<file path="src/rtl/seq_det_ctrl.sv">
// Serial pattern-detection run controller: latches config on start, counts overlapping
// pattern hits on the qualified bit stream, and ends on target, timeout or abort.
module seq_det_ctrl #(
  parameter int SEQ_W = 8,
  parameter int CNT_W = 8,
  parameter int TO_W  = 16
) (
  input  logic             clk,
  input  logic             rst_n,
  input  logic             start,
  input  logic             abort,
  input  logic [SEQ_W-1:0] cfg_seq,
  input  logic [CNT_W-1:0] cfg_target,
  input  logic [TO_W-1:0]  cfg_timeout,
  input  logic             ser_valid,
  input  logic             ser_data,
  output logic             busy,
  output logic             hit,
  output logic [CNT_W-1:0] match_cnt,
  output logic             done,
  output logic             timed_out
);

  localparam int BC_W = $clog2(SEQ_W + 1);

  typedef enum logic [2:0] {
    S_IDLE, S_ARM, S_SEARCH, S_FINISH, S_TMO
  } state_t;

  state_t           state, state_nxt;
  logic [SEQ_W-1:0] seq_sh, window, window_nxt;
  logic [CNT_W-1:0] target_sh;
  logic [TO_W-1:0]  timeout_sh, to_cnt;
  logic [BC_W-1:0]  bit_cnt;
  logic             accept, match, final_match, to_expire;

  function automatic logic [CNT_W-1:0] sat_inc_cnt(input logic [CNT_W-1:0] v);
    return (&v) ? v : v + {{(CNT_W-1){1'b0}}, 1'b1};
  endfunction

  function automatic logic [BC_W-1:0] sat_inc_bits(input logic [BC_W-1:0] v);
    return (v == BC_W'(SEQ_W)) ? v : v + {{(BC_W-1){1'b0}}, 1'b1};
  endfunction

  always_comb begin
    window_nxt  = {window[SEQ_W-2:0], ser_data};
    accept      = (state == S_IDLE) && start && !abort;
    // a match needs a full window of received bits including the current one
    match       = (state == S_SEARCH) && ser_valid &&
                  (bit_cnt >= BC_W'(SEQ_W - 1)) && (window_nxt == seq_sh);
    final_match = match && (target_sh != '0) &&
                  (match_cnt == target_sh - {{(CNT_W-1){1'b0}}, 1'b1});
    to_expire   = (state == S_SEARCH) && (timeout_sh != '0) &&
                  (to_cnt == timeout_sh - {{(TO_W-1){1'b0}}, 1'b1});
  end

  always_ff @(posedge clk or negedge rst_n) begin
    if (!rst_n) state <= S_IDLE;
    else        state <= state_nxt;
  end

  always_comb begin
    state_nxt = state;
    case (state)
      S_IDLE:   if (accept) state_nxt = S_ARM;
      S_ARM:    state_nxt = abort ? S_IDLE : S_SEARCH;
      S_SEARCH: begin
        if (abort)            state_nxt = S_IDLE;
        else if (final_match) state_nxt = S_FINISH;
        else if (to_expire)   state_nxt = S_TMO;
      end
      S_FINISH: state_nxt = S_IDLE;
      S_TMO:    state_nxt = S_IDLE;
      default:  state_nxt = S_IDLE;
    endcase
  end

  assign busy = (state == S_ARM) || (state == S_SEARCH);
  assign done = (state == S_FINISH) || (state == S_TMO);

  always_ff @(posedge clk or negedge rst_n) begin
    if (!rst_n) begin
      seq_sh     <= '0;
      target_sh  <= '0;
      timeout_sh <= '0;
      window     <= '0;
      bit_cnt    <= '0;
      to_cnt     <= '0;
      match_cnt  <= '0;
      timed_out  <= 1'b0;
      hit        <= 1'b0;
    end else begin
      hit <= match && !abort;
      if (accept) begin
        seq_sh     <= cfg_seq;
        target_sh  <= cfg_target;
        timeout_sh <= cfg_timeout;
        window     <= '0;
        bit_cnt    <= '0;
        to_cnt     <= '0;
        match_cnt  <= '0;
        timed_out  <= 1'b0;
      end
      if ((state == S_SEARCH) && !abort) begin
        to_cnt <= to_cnt + {{(TO_W-1){1'b0}}, 1'b1};
        if (ser_valid) begin
          window  <= window_nxt;
          bit_cnt <= sat_inc_bits(bit_cnt);
        end
        if (match) match_cnt <= sat_inc_cnt(match_cnt);
      end
      // an abort arriving in TMO leaves the previous status untouched
      if ((state == S_TMO) && !abort) timed_out <= 1'b1;
    end
  end

endmodule

</file>
<file path="config.mk">
export PLATFORM = sky130hd
export DESIGN_NAME = seq_det_ctrl
export DESIGN_NICKNAME = d
export VERILOG_FILES = /design/src/rtl/seq_det_ctrl.sv
export SDC_FILE = /design/constraint.sdc
export NUM_CORES = 1
export LEC_CHECK = 0
export CORE_MARGIN = 5
export CORE_UTILIZATION = 55
export DETAILED_ROUTE_END_ITERATION = 8
export PLACE_DENSITY_LB_ADDON = 0.2
export SLEW_MARGIN = 20
export SYNTH_ARGS = -nofsm -noshare
export SYNTH_HDL_FRONTEND = slang
export SYNTH_SLANG_ARGS = --single-unit
</file>
<file path="constraint.sdc">
create_clock -name clk -period 3.1 [get_ports clk]
set_input_delay 0.465 -clock clk [delete_from_list [all_inputs] [get_ports clk]]
set_output_delay 0.465 -clock clk [all_outputs]
set_load 0.1 [all_outputs]
</file>
# After elaboration in Yosys (flattened, before gate mapping)
# Cells that the tools add are included.
# totals
ff_bits	73
latch_bits	0
mem_bits_rw	0
rom_bits	0
out_inout_bits	12
word_cells	71
memories	0
# op_classes
add_sub_neg	5
mul	0
n_div	0
order_cmp	1
eq_ne	12
shifts	0
n_mux	21
bitwise_logic	0
reduce_logical	22
# ops
cell	n
$mux 8	7
$mux 16	2
$add 16x1->16 const B	1
$eq 16x16->1	1
$eq 8x8->1	2
$mux 4	4
$reduce_bool 16->1	1
$sub 16x1->16 const B	1
$logic_and 1x1->1	12
$mux 3	4
$pmux 3 s3	1
$add 8x1->8 const B	1
$reduce_and 8->1	1
$reduce_bool 8->1	1
$sub 8x1->8 const B	1
$eq 3x2->1 const B	2
$ne 3x3->1 const B	2
$add 4x1->4 const B	1
$eq 4x4->1 const B	1
$ge 4x3->1 const B	1
$ne 4x4->1 const B	1
$reduce_bool 2->1	2
$eq 3x1->1 const B	1
$eq 3x3->1 const B	1
7 further kinds	9

# Longest topological paths before layout
# logic_depth
word_depth	9
ltp_mapped	8

# Worst setup path before layout
# No wires, ideal clock.
# synth_timing
path_type	reg-to-output
from	register state[1]
to	output done
arrival_ns	2.727
required_time_ns	2.635
setup_slack_ns	-0.092
stages_incl_launch_ff	4
cell_sequence	dfrtp_1 clkbuf_2 nand2b_1 o21ai_0
# synth_via
elab_chain_cells	2
word_cells_on_any_way	3
classes_between	eq/ne: 2; reduce/logical: 1
# synth_rtl
item	line	source
start, declared	30	state_t state, state_nxt;
start signal, assigned	59	else state <= state_nxt;
$eq 3x2->1 or $eq 3x3->1 (tied branches)	79	assign done = (state == S_FINISH) || (state == S_TMO);
$logic_or 1x1->1 *	79	
end, declared	20	output logic done,
# Mark *: on every way between the ends. The rest lies on a longest branch, timed or not.

# Final worst setup path
# layout_timing
from	register timeout_sh[0]
to	register state[1]
# layout_via
elab_chain_cells	5
word_cells_on_any_way	7
classes_between	add/sub: 1; eq/ne: 2; reduce/logical: 4
# layout_rtl
item	line	source
start, declared	33	logic [TO_W-1:0] timeout_sh, to_cnt;
start signal, assigned	97	timeout_sh <= cfg_timeout;
$sub 16x1->16 or $reduce_bool 16->1 (tied branches)	54, 53	
$eq 16x16->1 or $logic_and 1x1->1 (tied branches)	54, 53	
$logic_and 1x1->1 *	53	to_expire = (state == S_SEARCH) && (timeout_sh != '0) &&
$ne 4x4->1 (no line) *	-	
$reduce_and 2->1 (no line) *	-	
# Marks and branches as above.
# A chain may end at the register's enable or synchronous reset.

==> results.yml <==
cts:
  ctsHtreeMaxLevel: 3
  cts-root-buf: "sky130_fd_sc_hd__clkbuf_8"
  clock_latency_ns: 0.36
  cts-hold-fix-buffers: 0
  cts.reportedPaths.clkPinSlew_ns: 0.08
  post_cts_resized: 0
  cts_setup_buffers: 0
  clk_path_buf_depth: 2
  numClockSinks: 72
  tritoncts.num_buffers: 9
  cts_tree: "done"
pwr:
  clockPowerShare: 0.306
  comb_power_share: 0.228
  netSwitchingFraction: 0.318
  share_seq_of_total_power: 0.467
  p_int_uw: 1720
  switchingPower_uw: 799
  irDropWorstVdd_v: 0.000323
  p_per_area_nw_per_um2: 522
  power.static_leakage_uw: 0.00219
global_route:
  gr-total-overflow: 0
  grt_pass1_wl_mm: 15.4
  grt_start_max_net_pins: 41
  grt_antenna_before_repair: 0
  grtUsageTotal: 0.218
  via_count_of_the_first_global_routing_pass: 3319
status:
  status: "finished, final reports clean"
setup_path:
  crit_path_class: "flip-flop to flip-flop"
  critical_path_arrival_ns: 2.81
  reg2reg_slack_ns: 0.53
  critical_path_required_time_ns: 3.34
  worstSetupStartpointType: "flip-flop"
  sort_of_element_at_the_end_of_the_critical_path: "flip-flop"
  worst-path-max-fanout: 8
floorplanning:
  die_area_um2: 9150
  std_cell_rows: 31
  io-pin-count: 50
  floorplan.core_area_um2: 7210
  floorplan.initialDensity: 0.559
  fp.dieH_um: 95.7
  die_x_um: 95.7
logic_synthesis:
  combinational_family_with_the_most_area_after_synthesis: "simple AND/OR/NAND/NOR gates"
  postSynthAreaPerCell_um2: 8.61
  netlist_top_cells_count: "121 x sky130_fd_sc_hd__nand2_1, 72 x sky130_fd_sc_hd__dfrtp_1, 33 x sky130_fd_sc_hd__o21ai_0, 26 x sky130_fd_sc_hd__nand3_1, 20 x sky130_fd_sc_hd__xor2_1"
  netlist_area_um2: 4040
  yosys-mux-area-fraction: 0.0177
  asyncSetResetFlopFracSynth: 1.00
  postSynthNetCount: 514
  synth_compound_area_frac: 0.113
  synthCells: 469
  synthAdderAreaFrac: 0.0217
  synth_xor_area_frac: 0.0803
  yosysWarnings: 0
  synthMostInstantiatedCell: "sky130_fd_sc_hd__nand2_1"
  synth_enable_flop_cells: 0
  ys_seq_area_frac: 0.446
  synthDominantCellAreaShare: 0.446
  cell_types_with_the_largest_area_share_after_synthesis: "sky130_fd_sc_hd__dfrtp_1 45%, sky130_fd_sc_hd__nand2_1 11%, sky130_fd_sc_hd__xor2_1 4.3%"
  synth_ff_type: "sky130_fd_sc_hd__dfrtp_1"
  ys_ff_latch: 72
  post-synth-top-area-cell: "sky130_fd_sc_hd__dfrtp_1"
  synth_simple_gate_area_share: 0.286
  yosys.cell_types.count: 55
worst_hold_path:
  hold_path.class: "primary input to async pin"
timing:
  slew_violations: 0
  slew_headroom: 0.492
  finalWorstPathRequiredPeriod_ns: 2.57
  timing_hold_violations_final: 0
  finalHoldWorstSlack_ns: 0.173
  fmax_mhz: 389
  period_share: 0.829
  setup_viol_count_final: 0
  worst_margin_slew_ns: 0.762
  fin_skew_ns: 0.0107
  setup_repair_after_global_routing_missed_its_margin: "false"
  totalNegativeSetupSlack_ns: 0
route:
  drt_drc_violations_left: 0
  route.final.wire_length_mm: 9.07
  drt_first_pass_iters: 4
  routed_via_density: 5.62
  ant_nets: 0
  number_of_vias_after_detailed_routing: 3495
  detailedRoute.firstIterationViolations: 180
  drt-wirelength-per-cell_um: 14.6
place:
  dp_hpwl_mm: 6.64
  gp_congestion: 0.838
  placed_area_um2: 4610
  place.detailed.instances: 606
  io_buffer_count: 49
cells_and_area:
  fin_nets: 563
  utilization: 0.668
  drive_above_1_share: 0.0841
  antenna_cells: 0
  fin_cells: 622
  flow.area_growth_from_synthesis_pct: 19.4
  fillCellCount: 608
  final_area_um2: 4820
flow_run:
  max_cap_violations: 0
==> registers in the layout, summed over array words and instances (netlist names) <==
register and count:
seq_sh 8, hit 1, to_cnt 16, state 3, match_cnt 8, timed_out 1
timeout_sh 16, target_sh 8, bit_cnt 4, window 7
==> logic make-up (layout without fill, tap and decap cells) <==
| logic type | Yosys count | in the layout |
|---|---|---|
| compound gates | 74 | 74 |
| xor+xnor | 37 | 37 |
| fa+ha+maj | 7 | 7 |
| buf+inv | 35 | 89 |
| flops | 72 | 72 |
| mux | 7 | 7 |
| simple gates | 237 | 237 |
==> through the flow <==
| stage | power (µW) | setup WS (ns) |
|---|---|---|
| 5_1_grt | 2660 | 0.187 |
| 2_1_floorplan | 1570 | 0.586 |
| 3_5_place_dp | 1760 | 0.214 |
| 3_3_place_gp | 1740 | 0.277 |
| 6_report | 2510 | 0.530 |
| 4_1_cts | 2530 | 0.533 |
==> worst max-delay path: stages, from the launching register on <==
cell,delay (ns)
sky130_fd_sc_hd__dfrtp_1,0.42
sky130_fd_sc_hd__inv_1,0.12
sky130_fd_sc_hd__ha_1,0.31
sky130_fd_sc_hd__nor3b_1,0.50
sky130_fd_sc_hd__a41oi_1,0.18
sky130_fd_sc_hd__o311ai_0,0.43
sky130_fd_sc_hd__nand4_1,0.22
sky130_fd_sc_hd__o31a_1,0.28
==> worst paths after layout <==
kind	startpoint	to	cells past startpoint
setup reg to reg	timeout_sh[0]	state[1]	7
min in group clk	timed_out	timed_out	1
max in group asynchronous	rst_n	target_sh[4]	2
hold / removal	rst_n	to_cnt[5]	1
hold reg to reg	timed_out	timed_out	1
setup / recovery	timeout_sh[0]	state[1]	7
==> metal layers <==
layer,track usage,wire length (µm),vias up
met3,0.0513,463,14
met1,0.301,4140,1670
met2,0.332,4300,81
met5,0,0,-
li1,-,-,1730
met4,0.0829,168,0
==> layout by cell type, fill, tap and decap left out, drive strengths merged, types with 2 or more instances in the layout <==
cell,synthesis,layout
nand3b,6,6
a21oi,11,11
nor2b,2,2
nor3b,5,5
clkbuf,17,11
o31ai,4,4
a31oi,4,4
clkdlybuf4s50,0,36
ha,7,7
nor3,15,15
a2111oi,2,2
nand2,121,121
o211ai,5,5
nand2b,4,4
mux2i,6,6
nor4b,3,3
nor2,17,17
clkinvlp,0,2
xor2,20,20
or3,4,4
inv,15,15
nand4b,2,2
nand3,26,26
buf,3,22
o21a,2,2
clkinv,0,2
o21ai,34,34
nor4,5,5
or4,3,3
and3,6,6
xnor2,17,17
dfrtp,72,72
and2,2,2
nand4,12,12
==> power by group through the flow <==
stage               logic [µW]  clock network (µW)  registers, µW
finish                     573                 768           1170
global route               649                 819           1190
detailed placement         573                   0           1190
global placement           556                   0           1180
floorplan                  416                   0           1150
CTS                        578                 784           1170
==> area by class of cell <==
cell class | count | area (µm²) | area share
multi-input combinational | 362 | 2100 | 0.435
sequential | 72 | 1800 | 0.374
timing repair buffer | 58 | 536 | 0.111
clock buffer | 11 | 151 | 0.0314
tap | 99 | 124 | 0.0257
inverter | 15 | 56.3 | 0.0117
clock inverter | 5 | 55.1 | 0.0114
(Power assumes the default switching activity.)
